===== config.mk =====
export PLATFORM = sky130hd
export DESIGN_NAME = adc_capture_ctrl
export DESIGN_NICKNAME = d
export VERILOG_FILES = /design/src/rtl/adc_capture_ctrl.sv
export SDC_FILE = /design/constraint.sdc
export NUM_CORES = 1
export LEC_CHECK = 0
export BUFFER_PORTS_ARGS = -buffer_cell sky130_fd_sc_hd__buf_2
export CAP_MARGIN = 5
export CORE_UTILIZATION = 56
export DETAILED_ROUTE_END_ITERATION = 12
export GPL_TIMING_DRIVEN = 0
export PLACE_DENSITY_LB_ADDON = 0.1
export SYNTH_ARGS = -nofsm -noshare
export SYNTH_HDL_FRONTEND = slang
export SYNTH_SLANG_ARGS = --single-unit

===== constraint.sdc =====
create_clock -name clk -period 3.1 [get_ports clk]
set_input_delay 0.31 -clock clk [delete_from_list [all_inputs] [get_ports clk]]
set_output_delay 0.31 -clock clk [all_outputs]
set_load 0.02 [all_outputs]

===== src/rtl/adc_capture_ctrl.sv =====
// adc_capture_ctrl
// ----------------------------------------------------------------------------
// Runs one capture on the 96-lane x 9-bit ADC / packet-generator bus.
// The block owns the source select (rf_self_mode) and changes it only when
// leaving IDLE. A change is followed by a settle window before the run arms.
// An armed run waits for a trigger (ADC source) or starts at once (packet
// generator), then issues cap_wr_len buffer writes at addresses 0..len-1.
//
// Optional feature, enabled by defining ADC_CAP_TRIG_TIMEOUT_EN:
//   While ARMED on the ADC source, a counter loaded from cfg_tmo at start
//   counts down. If it runs out before trig, the run ends with an err pulse.
//   cfg_tmo = 0 disables the timeout. Without the macro the counter is
//   absent and cfg_tmo is ignored. The port list is the same in both builds.
//
// Ports:
//   clk, rst          capture clock; asynchronous active-high reset
//   cfg_self_mode     requested source (1 = packet generator, 0 = ADC)
//   cfg_cap_len       words to capture, sampled at start (0 = error)
//   cfg_tmo           trigger timeout in cycles, sampled at start
//   start             one-cycle run request, honoured only in IDLE
//   abort             ends the run from any non-IDLE state
//   trig              ADC trigger, level-sampled in ARMED
//   buf_ready         capture buffer accepts a write this cycle
//   rf_self_mode      source select to the mux
//   pkt_gen_en        packet generator enable (ARMED/CAPTURE, self mode)
//   cap_wr_en         buffer write strobe
//   cap_wr_addr       buffer write address
//   busy              high in every state except IDLE
//   done              one-cycle pulse on normal completion
//   err               one-cycle pulse on abort, zero length or timeout
//
// Write handshake: a word is transferred in every cycle where cap_wr_en is
// high. cap_wr_en is only ever high when buf_ready is high, so the buffer
// sees a strobe exactly on the cycles it can accept it; cap_wr_addr advances
// by one after each such cycle and holds otherwise.
// ----------------------------------------------------------------------------
module adc_capture_ctrl #(
    parameter int ADDR_W     = 10,
    parameter int SETTLE_CYC = 4,
    parameter int TMO_W      = 16
) (
    input  logic              clk,
    input  logic              rst,
    input  logic              cfg_self_mode,
    input  logic [ADDR_W:0]   cfg_cap_len,
    input  logic [TMO_W-1:0]  cfg_tmo,
    input  logic              start,
    input  logic              abort,
    input  logic              trig,
    input  logic              buf_ready,
    output logic              rf_self_mode,
    output logic              pkt_gen_en,
    output logic              cap_wr_en,
    output logic [ADDR_W-1:0] cap_wr_addr,
    output logic              busy,
    output logic              done,
    output logic              err
);

    localparam logic [2:0] S_IDLE    = 3'd0;
    localparam logic [2:0] S_SWITCH  = 3'd1;
    localparam logic [2:0] S_ARMED   = 3'd2;
    localparam logic [2:0] S_CAPTURE = 3'd3;
    localparam logic [2:0] S_FINISH  = 3'd4;

    localparam int              SET_W    = $clog2(SETTLE_CYC + 1);
    localparam logic [SET_W-1:0] SET_LOAD = SET_W'(SETTLE_CYC - 1);
    localparam logic [ADDR_W:0] LEN_ONE  = (ADDR_W + 1)'(1);

    // FSM state, kept as a plainly named signal for checkers to bind to.
    logic [2:0]       state;
    logic [ADDR_W:0]  len_lat;
    logic [SET_W-1:0] settle_cnt;
    logic             err_q;
    logic             last_write;

    // The final word sits at address len-1; for a full 2^ADDR_W run that is
    // all ones and the address register wraps to 0 afterwards.
    assign last_write = ({1'b0, cap_wr_addr} == (len_lat - LEN_ONE));

`ifdef ADC_CAP_TRIG_TIMEOUT_EN
    localparam logic [TMO_W-1:0] TMO_ONE = TMO_W'(1);
    logic [TMO_W-1:0] tmo_cnt;
`else
    logic unused_tmo;
    assign unused_tmo = ^cfg_tmo;
`endif

    always_ff @(posedge clk or posedge rst) begin
        if (rst) begin
            state        <= S_IDLE;
            rf_self_mode <= 1'b0;
            len_lat      <= '0;
            settle_cnt   <= '0;
            cap_wr_addr  <= '0;
            err_q        <= 1'b0;
`ifdef ADC_CAP_TRIG_TIMEOUT_EN
            tmo_cnt      <= '0;
`endif
        end else begin
            err_q <= 1'b0;
            // abort outranks every transition, but IDLE ignores it so that a
            // start in the same cycle still launches a run.
            if (abort && state != S_IDLE) begin
                state <= S_IDLE;
                err_q <= 1'b1;
            end else begin
                case (state)
                    S_IDLE: begin
                        if (start) begin
                            len_lat     <= cfg_cap_len;
                            cap_wr_addr <= '0;
`ifdef ADC_CAP_TRIG_TIMEOUT_EN
                            tmo_cnt     <= cfg_tmo;
`endif
                            if (cfg_cap_len == '0) begin
                                err_q <= 1'b1;
                            end else if (cfg_self_mode != rf_self_mode) begin
                                state        <= S_SWITCH;
                                rf_self_mode <= cfg_self_mode;
                                settle_cnt   <= SET_LOAD;
                            end else begin
                                state <= S_ARMED;
                            end
                        end
                    end
                    S_SWITCH: begin
                        if (settle_cnt == '0) begin
                            state <= S_ARMED;
                        end else begin
                            settle_cnt <= settle_cnt - 1'b1;
                        end
                    end
                    S_ARMED: begin
                        if (rf_self_mode || trig) begin
                            state <= S_CAPTURE;
`ifdef ADC_CAP_TRIG_TIMEOUT_EN
                        end else if (tmo_cnt == TMO_ONE) begin
                            state <= S_IDLE;
                            err_q <= 1'b1;
                        end else if (tmo_cnt != '0) begin
                            tmo_cnt <= tmo_cnt - TMO_ONE;
`endif
                        end
                    end
                    S_CAPTURE: begin
                        if (buf_ready) begin
                            cap_wr_addr <= cap_wr_addr + 1'b1;
                            if (last_write) begin
                                state <= S_FINISH;
                            end
                        end
                    end
                    S_FINISH: begin
                        state <= S_IDLE;
                    end
                    default: begin
                        state <= S_IDLE;
                    end
                endcase
            end
        end
    end

    assign cap_wr_en  = (state == S_CAPTURE) && buf_ready;
    assign pkt_gen_en = rf_self_mode && ((state == S_ARMED) || (state == S_CAPTURE));
    assign busy       = (state != S_IDLE);
    assign done       = (state == S_FINISH);
    assign err        = err_q;

endmodule

==> summary.txt <==
Route
  • Initial DRT Pass Iterations: 4
  • Initial DRC Count: 77
  • Total wire length: 3690 µm
  • Detail Route Antenna Nets: 0
  • DR WL/cell: 13.4 µm
  • Vias/cell: 5.57
  • Vias: 1,536
  • DRC: 0

STA
  • Max Transition Viols Final: 0
  • Min cycle time layout: 2190 ps
  • Slew headroom: 28.1%
  • RSZ-0062 raised after global routing: false
  • Hold Violations, Final: 0
  • Final worst slack: 912 ps
  • Tcrit/Tclk final: 70.6%
  • Post-route setup TNS: 0 ps
  • Peak Freq: 0.457 GHz
  • Worst slew pin tran: 1080 ps
  • Clock Skew: 7.59 ps
  • Setup violations, final: 0

Critical path
  • Buf/Inv on CP: 1
  • WP data arrival: 2380 ps
  • Crit path required time: 3290 ps
  • Worst Path Max Fanout: 4
  • Startpoint types: flip-flop
  • Max stage delay cell, worst path: dfrtp_1
  • Critical path capture point type: flip-flop
  • Crit path cell chain: inv_1, ha_1, nor2b_1, nand3b_1, xnor2_1, nor4_1, and4b_1, o32ai_1
  • CP max stage delay: 410 ps
  • Top delay family on crit path: simple AND/OR/NAND/NOR gates
  • Critical path class: flip-flop to flip-flop

Synthesis
  • Yosys cell types: 43
  • Sequential area share after synthesis: 40.1%
  • Synth Instances: 192
  • Syn nets: 230
  • Yosys warns: 0
  • Post-Synthesis Cell Area: 1810 µm²
  • Post-Syn Area per Cell: 9.42 µm²
  • FFs w/ async S/R, synth: 100%
  • EDFF count, synth: 0
  • Yosys reg bits: 29
  • Top FF cell, synth: dfrtp_1

Final layout
  • Final net count: 270
  • Final Non-Filler Cells: 276
  • Fin util: 68.2%
  • Layout cell share with drive strength beyond 1: 25.4%
  • Commonest cells after routing, fill and taps aside: buf_2, dfrtp_1, nand2_1
  • Area Overhead vs Synth: 15.2%
  • Commonest non-fill, non-tap cell in the layout: buf_2
  • Filler cells: 250
  • Antenna diodes: 0

Global route
  • Vias in the first global route: 1,384
  • Remaining Overflow, GRT: 0
  • Total GRT Usage: 24.6%
  • First-pass GRT wire length: 6350 µm
  • Largest net degree at the start of global routing: 30
  • Initial antenna violation count: 0

Power
  • Tot Pwr: 1780 µW
  • PwrDens: 853 nW/µm²
  • Worst vdd ir: 0.525 mV
  • Leak: 0.000966 µW

Placed design
  • Placed cells: 269
  • Post-DP HPWL: 2790 µm
  • Port buffer count: 33
  • RD Place Congestion: 0.847
  • Post-place setup slack: 897 ps

Min path
  • Worst min-delay path class: primary input to flip-flop

Floorplanning
  • Cell Rows: 20
  • Core area: 3050 µm²
  • Die area: 3460 µm²
  • I/O Pins: 50
  • Starting Density: 59.2%
  • Die width: 58.8 µm
  • Die height: 58.8 µm

Clock tree
  • Clock tree buffer depth: 2
  • H-tree depth: 2
  • CTS tree: done
  • CTS Buf Count: 5
  • Clock latency at the later pin of the worst-skew pair: 320 ps
  • Post-CTS Setup Bufs: 0
  • PostCTS Resize Cnt: 0
  • Clock slew at reported path FFs: 80 ps
  • Clk sinks: 29
  • Root buffer cell: clkbuf_4
  • Cts-stage hold buffer count: 0

Flow run
  • Number of max-cap violations: 0

Status
  • Outcome: finished clean
[cell families after synthesis]
| logic type | share of synthesized area [%] |
|---|---|
| and+or+nand+nor | 23.3 |
| AOI/OAI and AO/OA | 11.6 |
| DFF | 40.1 |
| xor gates and xnor gates | 10.2 |
| buffers and inverters | 4.15 |
| muxes | 7.82 |
| adders and majority gates | 2.77 |
[worst reg2reg max path, stage by stage (launching register included)]
cell      delay [ps]
dfrtp_1          410
inv_1             80
ha_1             210
nor2b_1          320
nand3b_1         140
xnor2_1          140
nor4_1           340
and4b_1          330
o32ai_1          100
[worst paths after layout]
path / from / endpoint / slack, ps / cells after the start
max: len_lat[0] / state[1] / 910 / 8
min: cfg_cap_len[2] / len_lat[2] / 220 / 3
max reg2reg: len_lat[0] / state[1] / 910 / 8
min reg2reg: settle_cnt[2] / settle_cnt[2] / 490 / 1
max in group asynchronous: rst / state[1] / 2200 / 2
min in group asynchronous: rst / state[0] / 250 / 2
[where the power goes]
part | total (µW) | internal, µW | switching (µW)
clock network | 229 | 107 | 122
registers | 679 | 508 | 171
logic | 868 | 403 | 466
total | 1780 | 1020 | 758
[layer usage]
metal	global-route usage, %	vias up	part of all wire (%)
li1	-	761	-
met3	4.62	8	4.1
met4	9.86	0	2.1
met5	0	-	0
met2	37.8	45	45
met1	34.1	722	49
[cell usage after synthesis (3+ instances only)]
library cell,number,area [µm²]
dfrtp_1,29,726
nand2_1,18,67.6
o21ai_0,14,70.1
nor2_1,12,45.0
xor2_1,11,96.3
inv_1,10,37.5
xnor2_1,10,87.6
mux2_2,9,101
nor3_1,6,30.0
a21oi_1,5,25.0
nand3_1,5,25.0
clkbuf_1,4,15.0
ha_1,4,50.1
mux2i_1,4,40.0
nor2b_1,4,25.0
nor4_1,4,25.0
or3_1,4,25.0
a21o_1,3,22.5
a31oi_1,3,18.8
nand4_1,3,18.8
[through the flow]
| stage | instance area (µm²) | hold WS [ps] |
|---|---|---|
| floorplan | 1810 | 388 |
| global placement | 2030 | 471 |
| detailed placement | 2030 | 475 |
| CTS | 2080 | 212 |
| global route | 2080 | 221 |
| finish | 2080 | 219 |
[sequential cells by signal, summed over array words and instances (netlist names)]
register / cells
err: 1
state: 3
len_lat: 11
rf_self_mode: 1
cap_wr_addr: 10
settle_cnt: 3
[layout make-up]
class / instances / area (µm²) / area share [%]
inverter: 10 / 37.5 / 1.80
sequential: 29 / 726 / 34.8
clock buffer: 7 / 55.1 / 2.64
tap: 44 / 55.1 / 2.64
multi-input combinational: 145 / 1010 / 48.3
timing repair buffer: 33 / 165 / 7.93
buffer: 8 / 37.5 / 1.80
Power figures use the tool's default switching activity.
